==> src/rtl/dac_playout_buffer_pkg.sv <==
// Shared constants, state encoding and helpers for the DAC playout buffer.
package dac_playout_pkg;

  localparam int          STAT_W   = 16;
  localparam logic [13:0] MIDSCALE = 14'h2000;

  typedef enum logic {
    ST_PRIME = 1'b0,
    ST_PLAY  = 1'b1
  } state_t;

  function automatic logic [STAT_W-1:0] sat_inc(input logic [STAT_W-1:0] value);
    return (value == '1) ? value : value + 1'b1;
  endfunction

endpackage

==> src/rtl/dac_playout_buffer_if.sv <==
// Sample-path bundle between the host-link stage and the DAC driver.
// Stats counters exist only when DAC_PLAYOUT_STATS_EN is defined.
interface dac_playout_buffer_if
  import dac_playout_pkg::*;
#(
  parameter int DATA_W = 14,
  parameter int DEPTH  = 64
);
  localparam int FILL_W = $clog2(DEPTH) + 1;

  logic [DATA_W-1:0] dac_data_i;
  logic              dac_data_rdy_i;
  logic [DATA_W-1:0] sample_data_o;
  logic              sample_strobe_o;
  logic              playing_o;
  logic              underrun_o;
  logic              overflow_o;
  logic [FILL_W-1:0] fill_level_o;
`ifdef DAC_PLAYOUT_STATS_EN
  logic [STAT_W-1:0] underrun_count_o;
  logic [STAT_W-1:0] overflow_count_o;
`endif

  modport master (
    output dac_data_i,
    output dac_data_rdy_i,
    input  sample_data_o,
    input  sample_strobe_o,
    input  playing_o,
    input  underrun_o,
    input  overflow_o,
`ifdef DAC_PLAYOUT_STATS_EN
    input  underrun_count_o,
    input  overflow_count_o,
`endif
    input  fill_level_o
  );

  modport slave (
    input  dac_data_i,
    input  dac_data_rdy_i,
    output sample_data_o,
    output sample_strobe_o,
    output playing_o,
    output underrun_o,
    output overflow_o,
`ifdef DAC_PLAYOUT_STATS_EN
    output underrun_count_o,
    output overflow_count_o,
`endif
    output fill_level_o
  );

endinterface

==> src/rtl/dac_playout_buffer_sync_fifo.sv <==
// Count-based synchronous FIFO with registered pop data that holds between pops.
module sync_fifo #(
  parameter int                DATA_W  = 14,
  parameter int                DEPTH   = 64,
  parameter logic [DATA_W-1:0] RD_INIT = '0
) (
  input  logic                       clk,
  input  logic                       rst,
  input  logic                       push,
  input  logic [DATA_W-1:0]          push_data,
  input  logic                       pop,
  output logic [DATA_W-1:0]          pop_data,
  output logic                       full,
  output logic                       empty,
  output logic [$clog2(DEPTH):0]     count
);
  localparam int PTR_W = $clog2(DEPTH);
  localparam int CNT_W = PTR_W + 1;

  logic [DATA_W-1:0] mem [DEPTH];
  logic [PTR_W-1:0]  wr_ptr;
  logic [PTR_W-1:0]  rd_ptr;
  logic [CNT_W-1:0]  count_q;
  logic [DATA_W-1:0] rd_data_q;
  logic              do_push;
  logic              do_pop;

  assign full     = (count_q == CNT_W'(DEPTH));
  assign empty    = (count_q == '0);
  assign do_pop   = pop && !empty;
  // A push into a full FIFO is accepted only when a pop frees the slot this cycle.
  assign do_push  = push && (!full || do_pop);
  assign count    = count_q;
  assign pop_data = rd_data_q;

  always_ff @(posedge clk) begin
    if (do_push) begin
      mem[wr_ptr] <= push_data;
    end
  end

  always_ff @(posedge clk) begin
    if (rst) begin
      wr_ptr    <= '0;
      rd_ptr    <= '0;
      count_q   <= '0;
      rd_data_q <= RD_INIT;
    end else begin
      if (do_push) begin
        wr_ptr <= wr_ptr + 1'b1;
      end
      if (do_pop) begin
        rd_data_q <= mem[rd_ptr];
        rd_ptr    <= rd_ptr + 1'b1;
      end
      case ({do_push, do_pop})
        2'b10:   count_q <= count_q + 1'b1;
        2'b01:   count_q <= count_q - 1'b1;
        default: count_q <= count_q;
      endcase
    end
  end

endmodule

==> src/rtl/dac_playout_buffer.sv <==
// Jitter buffer re-timing bursty host samples onto a fixed-rate DAC strobe.
// Define DAC_PLAYOUT_STATS_EN to add saturating underrun/overflow counters.
module dac_playout_buffer
  import dac_playout_pkg::*;
#(
  parameter int DATA_W      = 14,
  parameter int DEPTH       = 64,
  parameter int PRIME_LEVEL = 32,
  parameter int SAMPLE_DIV  = 375
) (
  input  logic                 clk_i,
  input  logic                 reset_i,
  dac_playout_buffer_if.slave  bus
);
  // state    | meaning
  // ST_PRIME | filling; strobes re-present the held sample, no pops
  // ST_PLAY  | one pop per tick; empty at a tick is an underrun

  localparam int                FILL_W = $clog2(DEPTH) + 1;
  localparam int                DIV_W  = $clog2(SAMPLE_DIV);
  localparam logic [DATA_W-1:0] MID    = DATA_W'(MIDSCALE);

  logic [DIV_W-1:0]  div_q;
  logic              tick;
  state_t            state_q;
  state_t            state_d;
  logic              pop;
  logic              underrun_d;
  logic              overflow_d;
  logic              fifo_push;
  logic              fifo_full;
  logic              fifo_empty;
  logic [FILL_W-1:0] fifo_count;
  logic [DATA_W-1:0] fifo_data;
  logic              strobe_q;
  logic              underrun_q;
  logic              overflow_q;

  assign tick = (div_q == DIV_W'(SAMPLE_DIV - 1));

  always_ff @(posedge clk_i) begin
    if (reset_i) begin
      div_q <= '0;
    end else if (tick) begin
      div_q <= '0;
    end else begin
      div_q <= div_q + 1'b1;
    end
  end

  always_ff @(posedge clk_i) begin
    if (reset_i) begin
      state_q <= ST_PRIME;
    end else begin
      state_q <= state_d;
    end
  end

  always_comb begin
    state_d    = state_q;
    pop        = 1'b0;
    underrun_d = 1'b0;
    case (state_q)
      ST_PRIME: begin
        if (fifo_count >= FILL_W'(PRIME_LEVEL)) begin
          state_d = ST_PLAY;
        end
      end
      ST_PLAY: begin
        if (tick) begin
          if (!fifo_empty) begin
            pop = 1'b1;
          end else begin
            underrun_d = 1'b1;
            state_d    = ST_PRIME;
          end
        end
      end
      default: state_d = ST_PRIME;
    endcase
  end

  // Full only blocks a push when no pop is freeing a slot in the same cycle.
  assign fifo_push  = bus.dac_data_rdy_i && (!fifo_full || pop);
  assign overflow_d = bus.dac_data_rdy_i && fifo_full && !pop;

  sync_fifo #(
    .DATA_W (DATA_W),
    .DEPTH  (DEPTH),
    .RD_INIT(MID)
  ) u_fifo (
    .clk      (clk_i),
    .rst      (reset_i),
    .push     (fifo_push),
    .push_data(bus.dac_data_i),
    .pop      (pop),
    .pop_data (fifo_data),
    .full     (fifo_full),
    .empty    (fifo_empty),
    .count    (fifo_count)
  );

  always_ff @(posedge clk_i) begin
    if (reset_i) begin
      strobe_q   <= 1'b0;
      underrun_q <= 1'b0;
      overflow_q <= 1'b0;
    end else begin
      strobe_q   <= tick;
      underrun_q <= underrun_d;
      overflow_q <= overflow_d;
    end
  end

  assign bus.sample_data_o   = fifo_data;
  assign bus.sample_strobe_o = strobe_q;
  assign bus.playing_o       = (state_q == ST_PLAY);
  assign bus.underrun_o      = underrun_q;
  assign bus.overflow_o      = overflow_q;
  assign bus.fill_level_o    = fifo_count;

`ifdef DAC_PLAYOUT_STATS_EN
  logic [STAT_W-1:0] underrun_cnt_q;
  logic [STAT_W-1:0] overflow_cnt_q;

  // Counters advance on the same edge that raises the matching pulse.
  always_ff @(posedge clk_i) begin
    if (reset_i) begin
      underrun_cnt_q <= '0;
      overflow_cnt_q <= '0;
    end else begin
      if (underrun_d) begin
        underrun_cnt_q <= sat_inc(underrun_cnt_q);
      end
      if (overflow_d) begin
        overflow_cnt_q <= sat_inc(overflow_cnt_q);
      end
    end
  end

  assign bus.underrun_count_o = underrun_cnt_q;
  assign bus.overflow_count_o = overflow_cnt_q;
`endif

endmodule

==> src/flat_wrapper.sv <==
// flat-port wrapper written by rule: the top's interface ports become plain ports
module dac_playout_buffer_flat import dac_playout_pkg::*;
#(
  parameter int DATA_W      = 14,
  parameter int DEPTH       = 64,
  parameter int PRIME_LEVEL = 32,
  parameter int SAMPLE_DIV  = 375
)
  (clk_i, reset_i, bus_dac_data_i, bus_dac_data_rdy_i, bus_sample_data_o, bus_sample_strobe_o, bus_playing_o, bus_underrun_o, bus_overflow_o, bus_fill_level_o);
  dac_playout_buffer_if #(.DATA_W(DATA_W), .DEPTH(DEPTH)) bus_i ();
  input  logic clk_i;
  input  logic reset_i;
  input wire logic [$bits(bus_i.dac_data_i)-1:0] bus_dac_data_i;
  input wire logic [$bits(bus_i.dac_data_rdy_i)-1:0] bus_dac_data_rdy_i;
  output wire logic [$bits(bus_i.sample_data_o)-1:0] bus_sample_data_o;
  output wire logic [$bits(bus_i.sample_strobe_o)-1:0] bus_sample_strobe_o;
  output wire logic [$bits(bus_i.playing_o)-1:0] bus_playing_o;
  output wire logic [$bits(bus_i.underrun_o)-1:0] bus_underrun_o;
  output wire logic [$bits(bus_i.overflow_o)-1:0] bus_overflow_o;
  output wire logic [$bits(bus_i.fill_level_o)-1:0] bus_fill_level_o;
  assign bus_i.dac_data_i = bus_dac_data_i;
  assign bus_i.dac_data_rdy_i = bus_dac_data_rdy_i;
  assign bus_sample_data_o = bus_i.sample_data_o;
  assign bus_sample_strobe_o = bus_i.sample_strobe_o;
  assign bus_playing_o = bus_i.playing_o;
  assign bus_underrun_o = bus_i.underrun_o;
  assign bus_overflow_o = bus_i.overflow_o;
  assign bus_fill_level_o = bus_i.fill_level_o;
  dac_playout_buffer #(.DATA_W(DATA_W), .DEPTH(DEPTH), .PRIME_LEVEL(PRIME_LEVEL), .SAMPLE_DIV(SAMPLE_DIV)) u_core (.clk_i(clk_i), .reset_i(reset_i), .bus(bus_i));
endmodule
==> config.mk <==
export PLATFORM = sky130hd
export DESIGN_NAME = dac_playout_buffer_flat
export DESIGN_NICKNAME = d
export VERILOG_FILES = /design/src/rtl/dac_playout_buffer_pkg.sv /design/src/rtl/dac_playout_buffer_if.sv /design/src/rtl/dac_playout_buffer_sync_fifo.sv /design/src/rtl/dac_playout_buffer.sv /design/src/flat_wrapper.sv
export SDC_FILE = /design/constraint.sdc
export NUM_CORES = 1
export LEC_CHECK = 0
export BUFFER_PORTS_ARGS = -buffer_cell sky130_fd_sc_hd__buf_2
export CORE_ASPECT_RATIO = 0.75
export CORE_MARGIN = 2
export CORE_UTILIZATION = 40
export CTS_BUF_LIST = sky130_fd_sc_hd__clkbuf_4
export CTS_CLUSTER_DIAMETER = 150
export DETAILED_ROUTE_END_ITERATION = 10
export PLACE_DENSITY = 0.55
export SYNTH_ARGS = -nofsm -noshare
export SYNTH_HDL_FRONTEND = slang
export SYNTH_SLANG_ARGS = --single-unit
==> constraint.sdc <==
create_clock -name clk_i -period 4.84 [get_ports clk_i]
set_input_delay 1.21 -clock clk_i [delete_from_list [all_inputs] [get_ports clk_i]]
set_output_delay 1.21 -clock clk_i [all_outputs]
set_load 0.02 [all_outputs]
==> flow_results.org <==
** Outcome
- The flow ran to the end, and the final reports show no timing, DRC or antenna violations.

** Min path
- Worst hold path type :: primary input to register
- Counting instances, the worst hold path has a depth of 3.
- The worst hold path begins at bus_dac_data_rdy_i.
- Worst-case hold path end point :: u_core.bus.overflow_o

** Setup path
- Critical register-to-register path endpoint :: u_core.u_fifo.count[6]
- Slack of the worst reg-to-reg path :: 730 ps
- The critical path is of the register to register type.
- For the worst setup path, the data arrival time is ~5100 ps.
- STA classifies the critical path startpoint as a register.
- Critical Path RT :: a little under 6000 ps
- Kind of end point of the critical path :: register
- The worst register-to-register path begins at u_core.u_fifo.count[3].
- Maximum fanout along the worst path :: 9
- Measured in cells, the most critical reg-to-reg path has a length of 13.

** Floorplanning
- 42 I/O pins were placed.
- Chip Width :: roughly 350 microns
- The die covers about 95000 sq um.
- Overall die height :: roughly 270 microns
- The total area inside the core boundary comes to between 90000 and 100000 sq um.
- Initial Utilization :: 40.3%
- In this run the core area contains 96 standard-cell rows.

** Routing
- Total via count after detailed routing :: 19.8k
- In the final routed layout, each cell accounts on average for roughly 27 microns.
- In this run, the number of DRC markers left after iteration 0 of detailed routing was 2201.
- DRC violation count after routing :: 0
- Post-detailed-route count of antenna-violating nets :: 0
- For this block, the routed nets add up to ~96000 microns of wire.
- The first TritonRoute pass finished after 5 iterations.
- Dividing the detail-routed via count by the number of cells gives approximately 5.5.

** CTS
- In this run, CTS created clock tree buffers numbering 216.
- Clock Latency Late Sink :: about 1100 ps
- Worst-case clock buffer depth :: 3
- The tree is rooted in a sky130_fd_sc_hd__clkbuf_4.
- TritonCTS built the clock tree.
- Number of hold-repair buffers added at the cts stage :: 0
- After clock tree synthesis, the setup repair step added 0 buffers.
- H-tree depth :: 4
- Clock Sink Count :: 942
- After clock tree synthesis, the repair step resized 0 gates.
- Clock slew seen by the registers of the worst setup and hold paths :: 70 ps

** Synthesis
- After synthesis, flip-flops and latches occupy approximately three quarters of the total area.
- Synthesis produced a netlist with a net count of between 1.5k and 2k.
- Of the total synthesized cell area, the portion taken by AND, OR, NAND and NOR gates is under 10%.
- In this run, synthesis inferred approximately 900 flip-flops with an integrated enable.
- Summing the areas of all xor and xnor instances in the mapped netlist gives less than 1% of the synthesized area.
- Commonest register cell after synthesis :: sky130_fd_sc_hd__edfxtp_1
- Synthesis inferred around 940 register bits.
- Syn. warnings :: 0
- Of the total synthesized cell area, the portion taken by full adders, half adders and majority gates is 0.237%.
- Dominant combinational cell family by area after synthesis :: multiplexers
- Synthesis produced approximately 1.9k cells.
- The synthesized netlist contains 64 unique library cells.
- Compound-cell area share of the yosys netlist :: 4.13%
- Proportion of register bits with asynchronous set or reset after synthesis :: 0%
- Dividing the synthesized area by the synthesized cell count gives roughly 19 sq um.
- After synthesis the cells add up to ~37000 sq um.
- Mux contribution to synthesized area :: between 10% and 20%

** Placement
- Final estimated routing congestion in global placement :: just over 0.8
- Port bufs :: 41
- Detailed placement HPWL :: approximately 59000 microns

** Final layout
- Share of final-layout standard cells stronger than drive strength 1 :: about 32%
- From synthesis to final layout, the design area changed by 13.6%.
- The top cell types in the final layout, fill and taps aside, are sky130_fd_sc_hd__edfxtp_1, sky130_fd_sc_hd__clkbuf_4, sky130_fd_sc_hd__mux4_2.
- The layout has between 7k and 8k filler cells.
- Leaving out fill and tap cells, the most frequent cell in the layout is sky130_fd_sc_hd__edfxtp_1.
- The final layout contains about 2.2k nets.

** Run
- Across the run, the number of max-cap violations was 0.

** Power
- Lkg Pwr :: about 13 nW
- Power Dens Cells :: around 370 nW/um^2
- Overall power :: ~16 mW
- Internal power comes to around 12 mW.
- Proportion of total power due to net switching :: between 20% and 30%
- Per report_power, the combinational group accounts for around 1.8% of the total.
- Summed over all nets, the switching power comes to between 3 and 4 mW.
- Clock power share :: 41.1%
- Worst supply voltage drop on vdd :: around 0.22 mV
- Flop pwr share :: 57.1%

** Timing
- The count of final max-slew check failures is 0.
- RSZ-0062 raised after global routing :: false
- Dividing the final minimum period by the clock period gives 85.0%.
- Final setup violating endpoints :: 0
- Final worst path period need :: ~4100 ps
- On the final layout, the worst clock skew is approximately 70 ps.
- Aggregate negative setup slack :: 0 ps
- Slew Limit Headroom :: 6.99%
- Measured slew at the worst slew-check pin :: roughly 1400 ps
- The hold violation count in the final report is 0.
- Maximum clock frequency :: around 0.24 GHz

** Global routing
- The layer flagged by global routing as most heavily used is met1.
- Pin count of the biggest net entering global routing :: 53
- The total overflow left after global routing is 0.
- Global routing consumed, on the met2 layer, approximately 29% of the routing resources.
- Initial antenna violation count :: 6
- For this run, global-route usage on met1 was measured as 31.3%.
- Combined global-route utilization of all metal layers :: about a fifth
- Number of global-route vias before repair :: between 15k and 20k
- The first global-routing pass estimated between 100000 and 150000 microns of wire.
- For this run, global-route usage on met3 was measured as under 10%.
[worst max-delay path: stages (launching register included)]
cell	delay, ps
sky130_fd_sc_hd__dfxtp_1	410
sky130_fd_sc_hd__or4_4	590
sky130_fd_sc_hd__or4b_4	530
sky130_fd_sc_hd__o21a_1	340
sky130_fd_sc_hd__clkinv_4	140
sky130_fd_sc_hd__ha_1	190
sky130_fd_sc_hd__xor2_1	70
sky130_fd_sc_hd__ha_1	190
sky130_fd_sc_hd__a21oi_1	320
sky130_fd_sc_hd__o21ai_0	170
sky130_fd_sc_hd__a221oi_1	380
sky130_fd_sc_hd__o22ai_1	160
sky130_fd_sc_hd__a21oi_1	170
sky130_fd_sc_hd__mux2_2	340
[cell usage after synthesis (22+ instances only)]
library cell | number | area, sq um
sky130_fd_sc_hd__mux4_2 | 161 | 3630
sky130_fd_sc_hd__dfxtp_1 | 46 | 921
sky130_fd_sc_hd__mux2i_1 | 122 | 1220
sky130_fd_sc_hd__nand2_1 | 69 | 259
sky130_fd_sc_hd__buf_2 | 24 | 120
sky130_fd_sc_hd__o21ai_0 | 46 | 230
sky130_fd_sc_hd__o221ai_1 | 22 | 193
sky130_fd_sc_hd__nor2_1 | 115 | 432
sky130_fd_sc_hd__clkbuf_1 | 53 | 199
sky130_fd_sc_hd__mux2_2 | 57 | 642
sky130_fd_sc_hd__edfxtp_1 | 896 | 26900
sky130_fd_sc_hd__a21oi_1 | 44 | 220
[how the worst max path moves through the flow]
stage / start / cells after the start / to / slack (ps)
2_1_floorplan: u_core.u_fifo.count[3] / 16 / u_core.u_fifo.count[6] / 590
3_3_place_gp: bus_dac_data_rdy_i / 12 / u_core.u_fifo.count[6] / 720
3_5_place_dp: bus_dac_data_rdy_i / 12 / u_core.u_fifo.count[6] / 680
4_1_cts: u_core.u_fifo.count[3] / 13 / u_core.u_fifo.count[6] / 740
5_1_grt: u_core.u_fifo.count[3] / 13 / u_core.u_fifo.count[6] / 490
6_report: u_core.u_fifo.count[3] / 13 / u_core.u_fifo.count[6] / 730
[routing by layer]
layer	part of all wire [%]	vias up	wire, microns
met2	43	878	41500
met3	8.7	99	8430
met1	47	10363	45200
met5	0	-	0
li1	-	8457	-
met4	1.3	0	1300
[state kept, by name (all words and copies together) (netlist names)]
register,flops
u_core.bus.overflow_o,1
u_core.bus.playing_o,1
u_core.bus.sample_strobe_o,1
u_core.bus.underrun_o,1
u_core.div_q,9
u_core.u_fifo.count,7
u_core.u_fifo.mem,896
u_core.u_fifo.pop_data,14
u_core.u_fifo.rd_ptr,6
u_core.u_fifo.wr_ptr,6
[stage by stage]
stage | hold WS (ps) | utilization (%) | cell area (sq um) | cells | setup slack (ps)
floorplan | 426 | - | 36900 | 1904 | 585
global placement | 446 | 42.7 | 39100 | 3171 | 721
detailed placement | 459 | 42.7 | 39100 | 3171 | 684
CTS | 280 | 45.8 | 41900 | 3566 | 738
global route | 369 | 45.8 | 41900 | 3572 | 487
finish | 427 | 45.8 | 42000 | 3575 | 726
[layout make-up]
cell class                 instances  area (sq um)  area share (%)
inverter                           7          31.3          0.0746
clock buffer                     326          2450            5.83
clock inverter                    69           407           0.969
multi-input combinational        836          8460            20.2
timing repair buffer             161          1210            2.88
tap                             1225          1530            3.65
antenna                            9          22.5          0.0537
sequential                       942         27800            66.4
[kinds of logic (layout without fill, tap and decap cells)]
| logic type | count (synthesis) | count (layout) |
|---|---|---|
| xor+xnor | 23 | 23 |
| buf+inv | 126 | 563 |
| compound gates | 219 | 219 |
| flops | 942 | 942 |
| mux | 340 | 340 |
| other cells | 0 | 9 |
| fa+ha+maj | 7 | 7 |
| simple gates | 247 | 247 |
[power groups by stage]
stage	Combinational [mW]	Clock, mW	Sequential, mW
4_1_cts	0.281	6.64	8.95
3_5_place_dp	0.282	0	9.13
3_3_place_gp	0.270	0	9.13
5_1_grt	0.296	7.03	8.95
6_report	0.277	6.45	8.95
2_1_floorplan	0.0689	0	9.13
Power figures use the tool's default switching activity.
